### src/rtl/param_stack.sv
// Parametrised LIFO with owned pointer/count, replace, pick port and sticky errors.
// Define STACK_GUARD_EN for the guarded build; default build is circular (J1-compatible).
module param_stack #(
  parameter int WIDTH = 16,
  parameter int DEPTH = 16,
  localparam int AW = $clog2(DEPTH)
) (
  input  logic             clk,
  input  logic             resetq,
  input  logic             push,
  input  logic             pop,
  input  logic [WIDTH-1:0] wd,
  input  logic             clr_err,
  output logic [WIDTH-1:0] tos,
  input  logic [AW-1:0]    pick_idx,
  output logic [WIDTH-1:0] pick_data,
  output logic [AW:0]      count,
  output logic             empty,
  output logic             full,
  output logic             overflow,
  output logic             underflow
);

  localparam logic [AW-1:0] PTR_ONE  = AW'(1);
  localparam logic [AW:0]   CNT_ONE  = (AW + 1)'(1);
  localparam logic [AW:0]   CNT_FULL = (AW + 1)'(DEPTH);

  logic [WIDTH-1:0] mem [DEPTH];
  logic [AW-1:0]    ptr, ptr_nxt, top_addr, pick_addr, wr_addr;
  logic [AW:0]      cnt_nxt;
  logic             wr_en, ovf_set, udf_set;

  assign empty     = (count == '0);
  assign full      = (count == CNT_FULL);
  assign top_addr  = ptr - PTR_ONE;
  assign pick_addr = top_addr - pick_idx;
  assign ovf_set   = push & ~pop & full;
  assign udf_set   = pop & empty;

`ifdef STACK_GUARD_EN
  assign tos       = empty ? '0 : mem[top_addr];
  assign pick_data = ({1'b0, pick_idx} >= count) ? '0 : mem[pick_addr];
`else
  assign tos       = mem[top_addr];
  assign pick_data = mem[pick_addr];
`endif

  // Replace on an empty stack degenerates to a plain push.
  always_comb begin
    ptr_nxt = ptr;
    cnt_nxt = count;
    wr_en   = 1'b0;
    wr_addr = ptr;
    if (push && pop) begin
      wr_en = 1'b1;
      if (empty) begin
        ptr_nxt = ptr + PTR_ONE;
        cnt_nxt = CNT_ONE;
      end else begin
        wr_addr = top_addr;
      end
    end else if (push) begin
      if (!full) begin
        wr_en   = 1'b1;
        ptr_nxt = ptr + PTR_ONE;
        cnt_nxt = count + CNT_ONE;
      end else begin
`ifdef STACK_GUARD_EN
        wr_en = 1'b0;
`else
        wr_en   = 1'b1;
        ptr_nxt = ptr + PTR_ONE;
`endif
      end
    end else if (pop) begin
      if (!empty) begin
        ptr_nxt = ptr - PTR_ONE;
        cnt_nxt = count - CNT_ONE;
      end else begin
`ifdef STACK_GUARD_EN
        ptr_nxt = ptr;
`else
        ptr_nxt = ptr - PTR_ONE;
`endif
      end
    end
    if (resetq) begin
      wr_en = 1'b0;
    end
  end

  always_ff @(posedge clk) begin
    if (wr_en) begin
      mem[wr_addr] <= wd;
    end
  end

  // A new error in the same cycle as clr_err keeps the flag set.
  always_ff @(posedge clk) begin
    if (resetq) begin
      ptr       <= '0;
      count     <= '0;
      overflow  <= 1'b0;
      underflow <= 1'b0;
    end else begin
      ptr       <= ptr_nxt;
      count     <= cnt_nxt;
      overflow  <= (overflow & ~clr_err) | ovf_set;
      underflow <= (underflow & ~clr_err) | udf_set;
    end
  end

endmodule

### config.mk
export PLATFORM = sky130hd
export DESIGN_NAME = param_stack
export DESIGN_NICKNAME = d
export VERILOG_FILES = /design/src/rtl/param_stack.sv
export SDC_FILE = /design/constraint.sdc
export NUM_CORES = 1
export LEC_CHECK = 0
export BUFFER_PORTS_ARGS = -buffer_cell sky130_fd_sc_hd__buf_4
export CAP_MARGIN = 5
export CORE_MARGIN = 8
export CORE_UTILIZATION = 45
export DETAILED_ROUTE_END_ITERATION = 10
export PLACE_DENSITY = 0.68
export SLEW_MARGIN = 10
export SYNTH_ARGS = -nofsm -noshare
export SYNTH_HDL_FRONTEND = slang
export SYNTH_SLANG_ARGS = --single-unit
### constraint.sdc
create_clock -name clk -period 5.85 [get_ports clk]
set_input_delay 0.585 -clock clk [delete_from_list [all_inputs] [get_ports clk]]
set_output_delay 0.585 -clock clk [all_outputs]
set_load 0.005 [all_outputs]
# After elaboration in Yosys (flattened, before gate mapping)

Memories as Yosys holds them, arrays and structs flattened.
Cells that the tools add are included.

Equal/unequal tests: 4
Bitwise logic cells: 9
Mux-type cells: 17
Reductions and logical operators: 5
$add $sub $neg: 5

Operators by type and width:

| cell                  | count |
|---|---|
| $mux W5               | 6 |
| $mux W4               | 6 |
| $ne A3 B2 Y1 const B  | 2 |
| $add A5 B1 Y5 const B | 1 |
| $and A1 B1 Y1         | 5 |
| $eq A5 B5 Y1 const B  | 1 |
| $logic_not A5 Y1      | 1 |
| $mux W1               | 5 |
| $sub A5 B1 Y5 const B | 1 |
| $add A4 B1 Y4 const B | 1 |
| $reduce_and A4 Y1     | 1 |
| $sub A4 B1 Y4 const B | 1 |
| $sub A4 B4 Y4         | 1 |
| $reduce_bool A3 Y1    | 1 |
| $ne A2 B2 Y1 const B  | 1 |
| $not A1 Y1            | 2 |
| $or A1 B1 Y1          | 2 |
| $reduce_and A2 Y1     | 1 |
| $logic_and A1 B1 Y1   | 1 |

Bits of input ports: 25
Memories: 1
Bits in writable memories: 256
Flip-flop bits (word level): 11

Memories:

| memory | words | width | rd ports | clocked after memory_dff | write ports | RTL line | source |
|---|---|---|---|---|---|---|---|
| mem    | 16    | 16    | 2        | 0                        | 1           | 28       | `logic [WIDTH-1:0] mem [DEPTH];` |

# Longest topological paths before layout

Gate-level depths: netlist of run 1.

Depth in word-level cells: 5
Mapped depth: 17

# Worst setup path after synthesis of run 1

No wires, ideal clock.

Path type: reg2out
Start point: register ptr[0]
End point: output port pick_data[11]
Path buffers: 8
Stages on the path, launching flop included: 17
Slack: 1.623 ns
Arrival: 3.642 ns
Path through: dfxtp_1 buf_6 buf_2 buf_2 inv_2 ha_1 clkbuf_1 clkbuf_1 inv_2 clkbuf_1 ha_1 nand2_1 o21ai_0 xor3_1 buf_6 buf_6 o221ai_2

Word-level cells in the longest chain between the ends: 3

RTL lines:

| element                | RTL line | source |
|---|---|---|
| start, declared        | 29       | `logic [AW-1:0] ptr, ptr_nxt, top_addr, pick_addr, wr_addr;` |
| start signal, assigned | 106      | `ptr <= ptr_nxt;` |
| $sub A4 B1 Y4          | 35       | `assign top_addr = ptr - PTR_ONE;` |
| $sub A4 B4 Y4          | 36       | `assign pick_addr = top_addr - pick_idx;` |
| $mem_v2 Z16 W16        | -        |  |
| end, declared          | 16       | `output logic [WIDTH-1:0] pick_data,` |

Every way passes these cells.

# Worst setup path in the final report of run 1

Start point: register ptr[0]
End point: output port pick_data[13]

Same word-level chain as after synthesis.

==> results of run 1 <==
==> sequential cells by signal (all words and copies together) (netlist names) <==
| signal | cells |
|---|---|
| underflow | 1 |
| count | 5 |
| overflow | 1 |
| mem | 256 |
| ptr | 4 |
==> power by group <==
| part | leakage, uW | switching (uW) | internal [uW] |
|---|---|---|---|
| sequential | 0.00240 | 64.3 | 2160 |
| combinational | 0.00192 | 1460 | 1270 |
| clock | 0.000427 | 723 | 951 |
| total | 0.00474 | 2250 | 4380 |
==> synth_stat cells, drive strengths merged <==
cell type,n,share of area [%]
or2,1,0.049
nor3,8,0.40
o2111a,1,0.088
a211oi,16,0.94
nand3b,1,0.059
mux4,129,23
and2,1,0.049
ha,8,0.78
o2111ai,1,0.12
o211ai,3,0.25
o21ai,9,0.35
or4,1,0.059
nand2b,1,0.049
inv,8,0.23
mux2i,17,1.3
clkbuf,27,0.79
a21o,2,0.12
nand3,21,0.82
xor3,1,0.19
buf,28,1.3
a21oi,9,0.35
a31oi,19,0.93
xor2,7,0.48
dfxtp,11,1.7
a22oi,1,0.059
mux2,1,0.088
and3,1,0.049
nand2,55,1.6
o221ai,16,1.3
fa,2,0.31
xnor2,6,0.47
nor2b,21,1.0
a21boi,1,0.059
edfxtp,256,60
nor2,27,0.79
==> final timing paths <==
path                                from            end  slack [ps]  cells after the start
worst min-delay path              resetq       overflow         330                      2
worst min register to register  count[2]       count[2]         530                      2
worst max-delay path              ptr[0]  pick_data[13]        1060                      8
worst max register to register    ptr[0]      mem[3][9]        2080                      7
==> cell type report <==
| cell class | count | area (um2) |
|---|---|---|
| sequential | 267 | 7910 |
| clock inverter | 17 | 124 |
| clock buffer | 33 | 741 |
| timing repair buffer | 89 | 681 |
| inverter | 8 | 30.0 |
| fill | 2177 | 13200 |
| tap | 378 | 473 |
| multi-input combinational | 387 | 4690 |
==> logic make-up (layout without fill, tap and decap cells) <==
logic type,after synthesis,in the layout
flip-flops,267,267
AND/OR/NAND/NOR,138,138
multiplexers,147,147
adder cells (fa/ha/maj),10,10
XOR/XNOR,14,14
AO/OA/AOI/OAI,78,78
buffers and inverters,63,147
==> routing by layer <==
| layer | track usage (%) | vias to the layer above |
|---|---|---|
| met3 | 2.80 | 65 |
| met2 | 31.7 | 313 |
| li1 | - | 3121 |
| met4 | 6.34 | 0 |
| met1 | 24.0 | 3832 |
| met5 | 0 | - |
==> worst max-delay path: cells and delay by family (launching register included) <==
family / cells / cell delay [ps]
buffers and inverters: 3 / 810
AND/OR/NAND/NOR: 1 / 110
adder cells (fa/ha/maj): 2 / 830
XOR/XNOR: 1 / 960
flip-flops: 1 / 700
AO/OA/AOI/OAI: 1 / 240
==> per-stage QoR <==
step	area [um2]	power, uW
5_1_grt	14700	6920
2_1_floorplan	12800	4000
4_1_cts	14700	6670
3_3_place_gp	13800	4950
6_report	14700	6630
3_5_place_dp	13800	5000
==> flow_metrics.py, run 1 <==
metrics = {
    "global_routing": {
        "grt_usage_pct": 18.5,
        "grt_max_degree": 65,
        "grt_pass1_wl_um": 47700,
        "antenna_found_initial": 0,
        "grt_overflow": 0,
        "grt_pass1_vias": 7766,
    },
    "sta": {
        "max-slew-margin-rel_pct": 17.5,
        "hold_ws_ps": 325,
        "tightestPinTransition_ps": 1230,
        "period_share_pct": 81.9,
        "layout_min_cycle_time_ps": 4790,
        "hold_violations": 0,
        "fin_worst_skew_ps": 8.16,
        "fin_tns_setup_ps": 0,
        "setup_viol": 0,
        "slew_violations": 0,
        "timing.final.ws_setup_ps": 1060,
        "rsz0062_at_grt": "false",
        "fmax_ghz": 0.209,
    },
    "clock_tree": {
        "tritoncts": "done",
        "h-tree-depth": 1,
        "post_cts_buffers": 0,
        "cts-resized-gates": 0,
        "cts_hold_buf": 0,
        "cts_buffers": 28,
        "clk_latency_ps": 540,
        "clk_transition_reported_paths_ps": 60,
        "clock_path_buffers": 3,
        "numClockSinks": 267,
        "root_buffer": "clkbuf_16",
    },
    "floorplanning": {
        "row_count": 61,
        "die-width_um": 185,
        "core_mm2": 0.0279,
        "initial_utilization_pct": 45.9,
        "die-area_mm2": 0.0341,
        "ios": 66,
        "fp.dieH_um": 185,
    },
    "logic_synthesis": {
        "synth_top_family_by_area": "multiplexers",
        "synth_warnings": 0,
        "synth_seq_area_share_pct": 61.8,
        "ys_types": 43,
        "synthXorXnorAreaFrac_pct": 1.13,
        "ys_ff_latch": 267,
        "synthesis.nets": 752,
        "syn_inst": 717,
        "synth-simple-area-share_pct": 4.97,
        "synthAdderAreaFrac_pct": 1.10,
        "syn-mean-instance-area_um2": 17.8,
        "synth_area_mm2": 0.0128,
        "synthMuxAreaShare_pct": 24.1,
        "synth-compound-area-share_pct": 4.56,
    },
    "layout": {
        "layout_commonest_cell": "edfxtp_1",
        "stdcell_count": 1179,
        "num_antenna_cells": 0,
        "syn_to_final_growth_pct": 14.5,
        "layout_common_cells": "256 x edfxtp_1, 129 x mux4_2, 88 x buf_4, 55 x nand2_1, 29 x clkbuf_16",
        "nNetsFinal": 816,
        "final_util_pct": 52.6,
        "drive_gt1_share_pct": 36.8,
    },
    "power_and_ir_drop": {
        "leakagePower_uw": 0.00474,
        "powerDensity_mw_per_mm2": 452,
        "ir_drop_uv": 269,
    },
    "setup_path": {
        "cp_cell_sequence": "inv_2, ha_2, fa_2, xnor2_2, buf_4, nand2_1, o221ai_2, buf_4",
        "critical_path_class": "register to output port",
        "start_kind": "register",
        "cpMaxStageDelayCell": "xnor2_2",
        "critical_path_required_ps": 5270,
        "max_stage_delay_ps": 960,
        "crit_top_cell": "buf_4",
        "worstPathArrival_ps": 4210,
        "path_max_fanout": 28,
        "cp-end-kind": "output port",
    },
    "detailed_routing": {
        "firstDrtPassIters": 5,
        "drc": 0,
        "vias_per_cell": 6.22,
        "wire_per_inst_um": 26.5,
        "vias": 7331,
        "top_layer": "met4",
        "route.layer.met1.wl_um": 12600,
        "wl_met3_um": 1960,
        "totalWireLength_um": 31300,
        "drtAntennaViolNets": 0,
        "wl_met2_um": 15700,
        "drt_iter0_markers": 804,
    },
    "place": {
        "portBuffers": 65,
        "gp_congestion": 0.800,
        "pre_cts_slack_ps": 1580,
        "place.detailed.hpwl_um": 19400,
        "placed_cells": 1129,
    },
    "run_status": {
        "outcome": "finished clean",
    },
    "worst_hold_path": {
        "holdCritPathClass": "input pin to register",
    },
    "job": {
        "maxCapViolCount": 0,
    },
}
Note: power is estimated with default switching activity, not from simulation.
==> run 2: changes to the inputs <==
==> constraint.sdc (replaced) <==
create_clock -name clk -period 4.46 [get_ports clk]
set_input_delay 0.446 -clock clk [delete_from_list [all_inputs] [get_ports clk]]
set_output_delay 0.446 -clock clk [all_outputs]
set_load 0.005 [all_outputs]
==> flow_metrics.py, run 2 (synthesis results as in run 1) <==
metrics = {
    "clock_tree": {
        "post_cts_buffers": 0,
        "h-tree-depth": 1,
        "clk_latency_ps": 560,
        "cts-resized-gates": 0,
        "cts_buffers": 28,
        "clock_path_buffers": 3,
        "tritoncts": "done",
        "root_buffer": "clkbuf_16",
        "cts_hold_buf": 0,
        "numClockSinks": 267,
        "clk_transition_reported_paths_ps": 60,
    },
    "layout": {
        "layout_common_cells": "256 x edfxtp_1, 129 x mux4_2, 92 x buf_4, 55 x nand2_1, 28 x clkbuf_16",
        "reg_top3": "mem x256, count x5, ptr x4",
        "postLayoutCellArea_mm2": 0.0147,
        "nNetsFinal": 822,
        "stdcell_count": 1185,
        "syn_to_final_growth_pct": 14.8,
        "layout_commonest_cell": "edfxtp_1",
        "top_register": "mem",
        "multiInputGateArea_mm2": 0.00469,
        "largest_reg_flops": 256,
        "drive_gt1_share_pct": 36.8,
        "num_antenna_cells": 0,
        "seq_area_mm2": 0.00791,
        "nFillCells": 2190,
    },
    "place": {
        "placed_area_mm2": 0.0139,
        "portBuffers": 65,
        "place.detailed.hpwl_um": 18700,
        "pre_cts_slack_ps": 991,
        "gp_congestion": 0.805,
        "placed_cells": 1135,
    },
    "worst_hold_path": {
        "hold-path-cell-count": 2,
        "holdCritPathClass": "input pin to register",
        "min_from": "resetq",
        "whs_endpoint": "ptr[0]",
    },
    "floorplanning": {
        "die-width_um": 185,
        "row_count": 61,
        "core_mm2": 0.0279,
        "initial_utilization_pct": 45.9,
        "fp.dieH_um": 185,
        "ios": 66,
        "die-area_mm2": 0.0341,
    },
    "global_routing": {
        "grt_overflow": 0,
        "grt_pass1_wl_um": 48100,
        "grt_usage_pct": 18.7,
        "grt_pass1_vias": 7766,
        "antenna_found_initial": 0,
        "grt_max_degree": 65,
    },
    "detailed_routing": {
        "wire_per_inst_um": 26.3,
        "vias_per_cell": 6.22,
        "drc": 0,
        "totalWireLength_um": 31200,
        "firstDrtPassIters": 5,
        "vias": 7365,
        "drt_iter0_markers": 629,
        "drtAntennaViolNets": 0,
    },
    "setup_path": {
        "reg2reg_from": "count[0]",
        "cp_cell_sequence": "inv_2, ha_2, inv_2, ha_1, nand2_1, o21ai_0, xor3_2, buf_4, mux2i_1, o221ai_1, buf_4",
        "worstPathArrival_ps": 3620,
        "start_kind": "register",
        "cp-startpoint": "ptr[1]",
        "reg2reg_setup_slack_ps": 1270,
        "critical_path_class": "register to output port",
        "rr_worst_depth": 6,
        "critical_path_required_ps": 4010,
        "cp-end-kind": "output port",
        "cpMaxStageDelayCell": "dfxtp_1",
        "crit_family": "buffers and inverters",
        "max_stage_delay_ps": 480,
        "path_max_fanout": 30,
        "worst-path-buf-inv": 4,
        "rr_endpoint": "mem[13][0]",
    },
    "sta": {
        "setup_viol": 0,
        "timing.final.ws_setup_ps": 391,
        "fmax_ghz": 0.246,
        "hold_violations": 0,
        "tightestPinTransition_ps": 917,
        "slew_violations": 0,
        "fin_worst_skew_ps": 26.8,
        "hold_ws_ps": 182,
        "period_share_pct": 91.2,
        "fin_tns_setup_ps": 0,
        "rsz0062_at_grt": "false",
        "max-slew-margin-rel_pct": 38.8,
        "layout_min_cycle_time_ps": 4070,
    },
    "job": {
        "maxCapViolCount": 0,
    },
    "power_and_ir_drop": {
        "ir_drop_uv": 389,
        "powerDensity_mw_per_mm2": 589,
        "leakagePower_uw": 0.00476,
    },
    "run_status": {
        "outcome": "finished clean",
    },
}
## run 2: how the worst max path moves through the flow
| stage | endpoint | cells after the start |
|---|---|---|
| 6_report | pick_data[4] | 11 |
| 5_1_grt | pick_data[5] | 11 |
| 4_1_cts | pick_data[4] | 11 |
| 3_5_place_dp | pick_data[4] | 11 |
| 3_3_place_gp | pick_data[4] | 11 |
| 2_1_floorplan | pick_data[11] | 16 |
## run 2: through the flow
stage	util, %	power [uW]
3_5_place_dp	49.7	6600
6_report	52.7	8650
4_1_cts	52.7	8740
2_1_floorplan	-	5250
3_3_place_gp	49.7	6540
5_1_grt	52.7	9080
## run 2: per-layer routing
layer	routed length [um]	vias to the layer above	track usage [%]
met5	0	-	0
met1	12400	3919	24.4
met3	1960	49	2.58
met4	671	0	5.15
met2	16100	277	32.4
li1	-	3120	-
## run 2: area by class of cell
type / instances / share of cell area [%]
Clock buffer: 36 / 4.97
Clock inverter: 14 / 0.715
Inverter: 8 / 0.204
Tap cell: 378 / 3.22
Sequential cell: 267 / 53.8
Timing Repair Buffer: 95 / 5.11
Multi-Input combinational cell: 387 / 31.9
## run 2: report_power, final
part           leakage, uW  internal (uW)  switching (uW)
Combinational      0.00196           1680            1940
Clock             0.000403           1210             932
Sequential         0.00240           2840            60.0
Total              0.00476           5720            2930
==> run 3: changes to the inputs <==
--- a/config.mk
+++ b/config.mk
@@ -10,6 +10,7 @@
 export CORE_MARGIN = 8
 export CORE_UTILIZATION = 45
 export DETAILED_ROUTE_END_ITERATION = 10
+export GPL_TIMING_DRIVEN = 0
 export PLACE_DENSITY = 0.68
 export SLEW_MARGIN = 10
 export SYNTH_ARGS = -nofsm -noshare
==> flow_metrics.py, run 3 (synthesis results as in run 1) <==
metrics = {
    "setup_path": {
        "cp_cell_sequence": "buf_12, buf_12, inv_2, ha_4, fa_1, clkbuf_2, mux4_2, mux2i_1, o221ai_1, buf_4",
        "start_kind": "register",
        "path_max_fanout": 10,
        "cpMaxStageDelayCell": "fa_1",
        "max_stage_delay_ps": 860,
        "crit_top_cell": "buf_12",
        "critical_path_required_ps": 4010,
        "crit_family": "adder cells",
        "worstPathArrival_ps": 3850,
        "reg2reg_from": "ptr[0]",
        "cp-end-kind": "output port",
        "worst-path-buf-inv": 5,
        "critical_path_class": "register to output port",
        "cp-startpoint": "ptr[0]",
    },
    "layout": {
        "stdcell_count": 1228,
        "drive_gt1_share_pct": 39.2,
        "top_register": "mem",
        "layout_commonest_cell": "edfxtp_1",
        "syn_to_final_growth_pct": 18.4,
        "num_antenna_cells": 0,
        "largest_reg_flops": 256,
        "postLayoutCellArea_mm2": 0.0151,
        "final_util_pct": 54.4,
        "nNetsFinal": 864,
        "reg_top3": "mem x256, count x5, ptr x4",
        "layout_common_cells": "256 x edfxtp_1, 129 x mux4_2, 72 x buf_4, 55 x nand2_1, 31 x clkbuf_16",
    },
    "clock_tree": {
        "clock_path_buffers": 3,
        "tritoncts": "done",
        "numClockSinks": 267,
        "clk_transition_reported_paths_ps": 60,
        "cts_buffers": 29,
        "root_buffer": "clkbuf_16",
        "h-tree-depth": 1,
        "clk_latency_ps": 540,
    },
    "detailed_routing": {
        "totalWireLength_um": 35600,
        "drc": 0,
        "wire_per_inst_um": 29.0,
        "drtAntennaViolNets": 0,
        "vias": 7737,
        "firstDrtPassIters": 5,
        "drt_iter0_markers": 908,
        "vias_per_cell": 6.30,
    },
    "floorplanning": {
        "die-area_mm2": 0.0341,
        "fp.dieH_um": 185,
        "ios": 66,
        "initial_utilization_pct": 45.9,
        "core_mm2": 0.0279,
        "die-width_um": 185,
        "row_count": 61,
    },
    "sta": {
        "setup_viol": 0,
        "fin_worst_skew_ps": 8.44,
        "slew_violations": 0,
        "fmax_ghz": 0.233,
        "max-slew-margin-rel_pct": 26.8,
        "period_share_pct": 96.3,
        "tightestPinTransition_ps": 1100,
        "fin_tns_setup_ps": 0,
        "layout_min_cycle_time_ps": 4290,
        "hold_violations": 0,
        "rsz0062_at_grt": "false",
    },
    "place": {
        "place.detailed.hpwl_um": 24600,
        "portBuffers": 65,
        "placed_area_mm2": 0.0140,
        "placed_cells": 1175,
        "gp_congestion": 0.783,
    },
    "power_and_ir_drop": {
        "pwr-share-clk_pct": 23.9,
        "internal_power_uw": 6090,
        "swShare_pct": 36.1,
        "combinationalPowerShare_pct": 45.8,
        "p_sw_uw": 3440,
        "powerDensity_mw_per_mm2": 629,
        "pwr-share-seq_pct": 30.3,
        "leakagePower_uw": 0.00499,
        "ir_drop_uv": 376,
    },
    "global_routing": {
        "grt_max_degree": 17,
        "grt_usage_pct": 21.1,
        "grt_pass1_wl_um": 52600,
        "grt_pass1_vias": 8132,
        "antenna_found_initial": 0,
        "grt_overflow": 0,
    },
    "worst_hold_path": {
        "holdCritPathClass": "input pin to register",
        "min_from": "resetq",
    },
    "run_status": {
        "outcome": "finished clean",
    },
    "job": {
        "maxCapViolCount": 0,
    },
}
## run 3: cell count changes in the layout (fill, tap and decap cells not counted), moves of 4 or more
cell	before	now
buf_4	92	72
clkbuf_1	8	15
clkbuf_2	0	7
buf_8	0	12
buf_2	0	16
clkbuf_4	0	4
clkinv_2	5	9
## run 3: area by class of cell
class                   count  area (um2)
fillers                  2139       12700
flip-flops and latches    267        7910
multi-input cells         387        4720
clock buffers              33         741
repair buffers             83         706
well taps                 378         473
plain buffers              53         413
clock inverters            19         154
inverters                   8        32.5
## run 3: layer usage
| layer | up-vias | global-route usage, % | wire length, um | share of wire, % |
|---|---|---|---|---|
| li1 | 3220 | - | - | - |
| met1 | 4013 | 27.8 | 13600 | 38 |
| met2 | 431 | 34.9 | 17400 | 49 |
| met3 | 73 | 4.13 | 3500 | 9.8 |
| met4 | 0 | 7.20 | 1110 | 3.1 |
| met5 | - | 0 | 0 | 0 |
## run 3: worst paths after layout
path	slack [ps]	endpoint	cells past startpoint
worst max-delay path	170	pick_data[10]	10
worst min-delay path	80	count[4]	2
worst min register to register	530	count[2]	2
worst max register to register	1040	mem[2][12]	11
## run 3: power by group through the flow
stage | registers [uW] | clock network [uW] | logic (uW)
2_1_floorplan | 2920 | 0 | 2330
3_3_place_gp | 2930 | 0 | 3970
3_5_place_dp | 2940 | 0 | 4030
4_1_cts | 2880 | 2300 | 4330
5_1_grt | 2890 | 2390 | 4580
6_report | 2880 | 2280 | 4360
## run 3: through the flow
stage                     power [uW]  setup WS (ps)  hold slack, ps
after floorplan                 5250            372             505
after global placement          6900          -1900             518
after detailed placement        6960          -1630             520
after CTS                       9520           2.75            62.8
after global routing            9860           39.0            78.7
final                           9530            167            83.1
## run 3: what timing repair did
action,in CTS,in global routing
buffers inserted,3,0
endpoints found under the setup margin,236,16
pin swaps,1,1
resized for setup,56,4
hold buffers,0,0
